$ cat src/rtl/min_max_tracker.sv
// min_max_tracker: running minimum / maximum / saturating count / trend of an
// unsigned sample stream, with a frozen report presented over a second
// valid/ready handshake.
module min_max_tracker #(
   parameter int DATA_W = 5,
   parameter int CNT_W  = 8
) (
   input  logic              clk,
   input  logic              rst,
   input  logic              clear,
   input  logic              in_valid,
   output logic              in_ready,
   input  logic [DATA_W-1:0] in_data,
   input  logic              report_req,
   output logic              out_valid,
   input  logic              out_ready,
   output logic [DATA_W-1:0] min_out,
   output logic [DATA_W-1:0] max_out,
   output logic [CNT_W-1:0]  count,
   output logic              empty,
   output logic              trend_e,
   output logic              trend_l,
   output logic              trend_g
);

   typedef enum logic [1:0] {
      EMPTY  = 2'd0,
      TRACK  = 2'd1,
      REPORT = 2'd2
   } state_t;

   localparam logic [CNT_W-1:0] CNT_MAX = '1;

   state_t              state_reg;
   logic [DATA_W-1:0]   min_reg;
   logic [DATA_W-1:0]   max_reg;
   logic [DATA_W-1:0]   prev_reg;
   logic [CNT_W-1:0]    count_reg;
   logic                empty_reg;
   logic                trend_e_reg;
   logic                trend_l_reg;
   logic                trend_g_reg;

   logic                accept;
   logic                first_sample;
   logic                below_min;
   logic                above_max;
   logic                prev_eq;
   logic                prev_lt;
   logic                prev_gt;

   // Handshake flags decode straight from the state; rst forces both low.
   assign in_ready  = ~rst & (state_reg != REPORT);
   assign out_valid = ~rst & (state_reg == REPORT);

   assign accept       = in_valid & in_ready;
   // A sample that lands while clear is high restarts the statistics.
   assign first_sample = accept & (clear | (state_reg == EMPTY));

   // Magnitude compares of the incoming sample against the tracked values.
   always_comb begin
      below_min = (in_data < min_reg);
      above_max = (in_data > max_reg);
      prev_eq   = (in_data == prev_reg);
      prev_lt   = (in_data < prev_reg);
      prev_gt   = (in_data > prev_reg);
   end

   // Statistics registers and control state machine.
   always_ff @(posedge clk) begin
      if (rst) begin
         state_reg   <= EMPTY;
         min_reg     <= '0;
         max_reg     <= '0;
         prev_reg    <= '0;
         count_reg   <= '0;
         empty_reg   <= 1'b1;
         trend_e_reg <= 1'b0;
         trend_l_reg <= 1'b0;
         trend_g_reg <= 1'b0;
      end else begin
         case (state_reg)
            EMPTY, TRACK: begin
               if (first_sample) begin
                  min_reg     <= in_data;
                  max_reg     <= in_data;
                  prev_reg    <= in_data;
                  count_reg   <= {{(CNT_W-1){1'b0}}, 1'b1};
                  empty_reg   <= 1'b0;
                  trend_e_reg <= 1'b0;
                  trend_l_reg <= 1'b0;
                  trend_g_reg <= 1'b0;
               end else if (accept) begin
                  if (below_min) min_reg <= in_data;
                  if (above_max) max_reg <= in_data;
                  prev_reg    <= in_data;
                  // Saturate rather than wrap so a long stream never looks short.
                  count_reg   <= (count_reg == CNT_MAX) ? count_reg : count_reg + 1'b1;
                  trend_e_reg <= prev_eq;
                  trend_l_reg <= prev_lt;
                  trend_g_reg <= prev_gt;
               end else if (clear) begin
                  min_reg     <= '0;
                  max_reg     <= '0;
                  prev_reg    <= '0;
                  count_reg   <= '0;
                  empty_reg   <= 1'b1;
                  trend_e_reg <= 1'b0;
                  trend_l_reg <= 1'b0;
                  trend_g_reg <= 1'b0;
               end

               // A report request wins; the same-cycle sample/clear is already
               // folded into the registers above, so the report includes it.
               if (report_req) begin
                  state_reg <= REPORT;
               end else if (accept) begin
                  state_reg <= TRACK;
               end else if (clear) begin
                  state_reg <= EMPTY;
               end
            end

            REPORT: begin
               // Statistics are frozen here; clear and report_req are ignored.
               if (out_ready) begin
                  state_reg <= empty_reg ? EMPTY : TRACK;
               end
            end

            default: begin
               state_reg <= EMPTY;
            end
         endcase
      end
   end

   assign min_out = min_reg;
   assign max_out = max_reg;
   assign count   = count_reg;
   assign empty   = empty_reg;
   assign trend_e = trend_e_reg;
   assign trend_l = trend_l_reg;
   assign trend_g = trend_g_reg;

endmodule
$ cat config.mk
export PLATFORM = sky130hd
export DESIGN_NAME = min_max_tracker
export DESIGN_NICKNAME = d
export VERILOG_FILES = /design/src/rtl/min_max_tracker.sv
export SDC_FILE = /design/constraint.sdc
export NUM_CORES = 1
export LEC_CHECK = 0
export CAP_MARGIN = 20
export CORE_MARGIN = 4
export CORE_UTILIZATION = 46
export CTS_BUF_LIST = sky130_fd_sc_hd__clkbuf_16
export DETAILED_ROUTE_END_ITERATION = 6
export HOLD_SLACK_MARGIN = 0.03
export PLACE_DENSITY = 0.76
export SYNTH_ARGS = -nofsm -noshare
export SYNTH_HDL_FRONTEND = slang
export SYNTH_SLANG_ARGS = --single-unit
$ cat constraint.sdc
create_clock -name clk -period 1.7 [get_ports clk]
set_input_delay 0.17 -clock clk [delete_from_list [all_inputs] [get_ports clk]]
set_output_delay 0.17 -clock clk [all_outputs]
set_load 0.005 [all_outputs]
# ---- After elaboration in Yosys (flattened, before gate mapping)
# Index checks and enable logic that the tools add are counted.
dict set report word_totals {
  ff_bits 29
  latch_bits 0
  ram_bits 0
  rom_bits 0
  input_bits 11
  out_inout_bits 24
  elab_cells 70
  memories 0
}
dict set report op_classes {
  n_addsub 1
  mul 0
  n_div 0
  magnitude_cmp 4
  eq_ne 11
  shift 0
  n_mux 29
  bitwise 6
  reduce_logical 10
}
# op count
set ops {}
lappend ops {{5-bit two-way mux} 9}
lappend ops {{8-bit two-way mux} 4}
lappend ops {{3-bit AND reduction} 4}
lappend ops {{1-bit two-way mux} 11}
lappend ops {{5-bit > comparator} 2}
lappend ops {{5-bit < comparator} 2}
lappend ops {{8-bit by 1-bit adder with 8-bit output (second input constant)} 1}
lappend ops {{8-bit == test (second input constant)} 1}
lappend ops {{2-bit two-way mux} 4}
lappend ops {{3-bit by 1-bit != test with 1-bit output (second input constant)} 2}
lappend ops {{5-bit == test} 1}
lappend ops {{1-bit bitwise AND} 4}
lappend ops {{2-bit != test (second input constant)} 2}
lappend ops {{4-bit != test (second input constant)} 1}
lappend ops {{2-bit one-hot mux with 2 select lines} 1}
lappend ops {{2-bit AND reduction} 2}
lappend ops {{3-bit != test (second input constant)} 1}
lappend ops {{3-bit nonzero test} 1}
lappend ops {{2-bit by 1-bit == test with 1-bit output (second input constant)} 1}
lappend ops {{2-bit == test (second input constant)} 1}
lappend ops {{2-bit logical NOT} 1}
lappend ops {{2-bit by 1-bit != test with 1-bit output (second input constant)} 1}
lappend ops {{2-bit nonzero test} 1}
lappend ops {{2-bit OR reduction} 1}
lappend ops {{other kinds (2)} 2}

# ---- Longest topological paths before layout
dict set report logic_depth {
  depth_word 6
  ltp_mapped 7
  depth_no_buf 7
}

# ---- Least setup slack after synthesis
# OpenSTA, ideal clock, no wires.
dict set report synth_path {
  path_type {flip-flop to flip-flop}
  start {register count_reg[0] (netlist: count[0])}
  end {register count_reg[5] (netlist: count[5])}
  setup_time_ps 71
  arrival_time_ps 1714
  required_time_ps 1629
  path_slack_ps -84
  path_stages_with_launch 7
  path_buffers 1
  synth_period_minus_slack_ps 1784
  cell_sequence {dfxtp_1 > ha_1 > and3_1 > clkbuf_1 > a41o_1 > or4_1 > a21oi_1}
}
dict set report synth_between {
  elab_chain_cells 4
  elab_cells_between_ends 7
  classes_between {add/sub (1); eq/ne (2); mux (3); reduce/logical (1)}
}
# item line_no
set synth_lines {}
lappend synth_lines {{from (decl)} 38} ;# logic [CNT_W-1:0] count_reg;
lappend synth_lines {{from (signal assigned)} 88} ;# count_reg <= {{(CNT_W-1){1'b0}}, 1'b1};
lappend synth_lines {{from (signal assigned)} 98} ;# count_reg <= (count_reg == CNT_MAX) ? count_reg : count_reg + 1'b1;
lappend synth_lines {{8-bit by 1-bit adder with 8-bit output} 98}
lappend synth_lines {{8-bit two-way mux} 98}
lappend synth_lines {{8-bit two-way mux} 93} ;# end else if (accept) begin
lappend synth_lines {{8-bit two-way mux} 84} ;# if (first_sample) begin
# Parallel ways exist; a longest one is shown, timed or not. The select of a mux whose other input is x is not followed.
# A chain may end at the register's enable or synchronous reset.

# ---- Worst setup path in the final report
dict set report layout_path {
  start {register max_reg[4] (netlist: max_out[4])}
  end {register max_reg[0] (netlist: max_out[0])}
}
dict set report layout_between {
  elab_chain_cells 3
}
# item line_no
set layout_lines {}
lappend layout_lines {{from (decl)} 36} ;# logic [DATA_W-1:0] max_reg;
lappend layout_lines {{from (signal assigned)} 86} ;# max_reg <= in_data;
lappend layout_lines {{from (signal assigned)} 95} ;# if (above_max) max_reg <= in_data;
lappend layout_lines {{5-bit > comparator} 63} ;# above_max = (in_data > max_reg);
lappend layout_lines {{3-bit by 1-bit != test with 1-bit output (no source line)} n/a}
lappend layout_lines {{3-bit AND reduction (no source line)} n/a}
# Every way passes these cells.

==> run metrics <==
Final Max Tran Viols=0; Layout Skew=0.005116 ns; first-pass GRT wire length=8756 µm; clock slew seen by the registers of the worst setup and hold paths=0.05 ns; Distinct cells, synth=42; Mean Syn Cell Area=8.246 µm²; Gate Count Post-Synth=205; cell taking the most area after synthesis=dfxtp_1; failing checks=setup timing; Synth area leaders=dfxtp_1 34%, ha_1 11%, a21oi_1 5.9%; area of all sequential standard cells=594.3 µm²; Routed WL=5887 µm; full die area=0.004709 mm²; Inserted Diodes=0; vias per cell=5.903; CTS tree=done; Yosys Warn Count=0; vias in the first global route=1908; Final period util=107.2%; drt drc=0; Pre-antenna DRT Iters=4; min Tclk post-route=1.823 ns; ANT nets after route=0; Ports=35; fraction of layout cells with a size suffix above 1=33.68%; crit end category=flip-flop; clk_lat worst skew=0.27 ns; Slew HR=52.41%; first-iteration detailed-routing DRC count=192; H-tree lvl count=2; via count=1954; Num Clock Sinks=29; DIE WIDTH=68.62 µm; Peak Freq=0.5486 GHz; Seq/Total Area, Yosys=34.34%; Final Util=78.84%; max FFs per register=8; Crit Path Category=reg -> reg; wire length per cell=17.79 µm; Area Growth Syn to Fin=60.55%; largest net degree at the start of global routing=22; fin worst setup slack=-0.1227 ns; R2R setup slack=-0.12 ns; Hold Path Class=in -> reg; multi-input logic area=0.001177 mm²; register bit total from synthesis=29; num rows=21; EDFF count, synth=0; LEAKAGE=1.113 nW; Worst-Margin Slew=0.7064 ns; Synth Cell Area=0.001690 mm²; Hold-fix buffers, CTS=0; setup violators final=8; RSZ-0062 raised after global routing=true; Tot GR Track Use=24.81%; Core Area=0.003442 mm²; Worst Path Arrival=2.03 ns; Starting Density=49.11%; Die Y=68.62 µm; Syn Nets=231; grt ovf=0; nets@finish=310; Peak supply drop=0.0005408 V; Main synth FF type=dfxtp_1; max cap viols=0; Layout fillers=222; hold slack=0.4267 ns; RePlAce Congestion=0.8830; Critical Path RT=1.91 ns; Final Hold Vio Count=0; clock root buffer=clkbuf_16; half-perimeter wire length after placement=3447 µm; area share of the largest cell type after synthesis=34.34%; Tot Pwr=2.092 mW; ys async rst share=0%; Setup TNS=-0.3281 ns; PortBufs=34; CTS buffer count=5; Place WS=-0.4197 ns; clk buf depth=2; CP startpoint kind=flip-flop; initial antenna violation count=0; CP Max Fanout=6; top-count cell post-synth=dfxtp_1; status=finished, violations left; Power Density=770.8 mW/mm²; top cells by count, synth=29 x dfxtp_1, 24 x nor2_1, 20 x a21oi_1
## final cells by class
class / count / area share, %
clock buffer: 5 / 4.610
clock inverter: 3 / 1.383
inverter: 16 / 2.213
multi-input combinational: 155 / 43.38
sequential: 29 / 21.90
tap: 46 / 2.121
timing repair buffer: 77 / 24.39
## repair_timing
item                       in CTS  in global routing
pin swaps                       5                 10
gates cloned                    0                  0
gates resized for setup        24                 24
setup endpoints to repair      12                 16
buffers inserted                3                  2
## layout by cell type, fill, tap and decap left out, drive strengths merged, types with 13 or more instances in the layout
| cell type | Yosys | layout |
|---|---|---|
| ha | 15 | 15 |
| buf | 0 | 43 |
| a21oi | 20 | 20 |
| o21ai | 18 | 18 |
| inv | 16 | 17 |
| nor2 | 24 | 24 |
| dfxtp | 29 | 29 |
| clkdlybuf4s50 | 0 | 27 |
| nand2 | 13 | 13 |
## metrics by stage
step                instances  cell area [µm²]
floorplan                 205             1697
global placement          318             2360
detailed placement        318             2360
CTS                       329             2608
global route              331             2714
finish                    331             2714
## worst max-delay path, stage by stage (launching register included)
cell and delay, ns:
dfxtp_2 0.33, inv_1 0.07, ha_4 0.27, o21ai_1 0.08
o21ai_1 0.20, nor3_2 0.06, buf_4 0.15, or4_4 0.47
a21oi_2 0.13
## worst paths after layout
kind,depth (start not counted),start,to
max,8,max_out[4],max_out[0]
min,4,clear,empty
max reg2reg,8,max_out[4],max_out[0]
min reg2reg,2,trend_l,trend_l
## kinds of logic after synthesis
logic type	after synthesis	synth area share (%)
compound gates	59	22.28
fa+ha+maj	15	11.10
buf+inv	21	4.663
flops	29	34.35
mux	4	2.665
simple gates	77	24.95
## report_power, final
group | total (mW) | switching, mW | leakage [nW] | internal (mW)
sequential | 0.728 | 0.0222 | 0.241 | 0.706
clock | 0.976 | 0.298 | 0.0826 | 0.679
combinational | 0.388 | 0.192 | 0.790 | 0.196
## per-layer routing
| metal | wire length (µm) | track usage (%) |
|---|---|---|
| met1 | 2413 | 30.64 |
| met2 | 2855 | 40.88 |
| met3 | 424 | 4.700 |
| met4 | 193 | 12.41 |
| met5 | 0 | 0 |
Note: power is estimated with default switching activity, not from simulation.
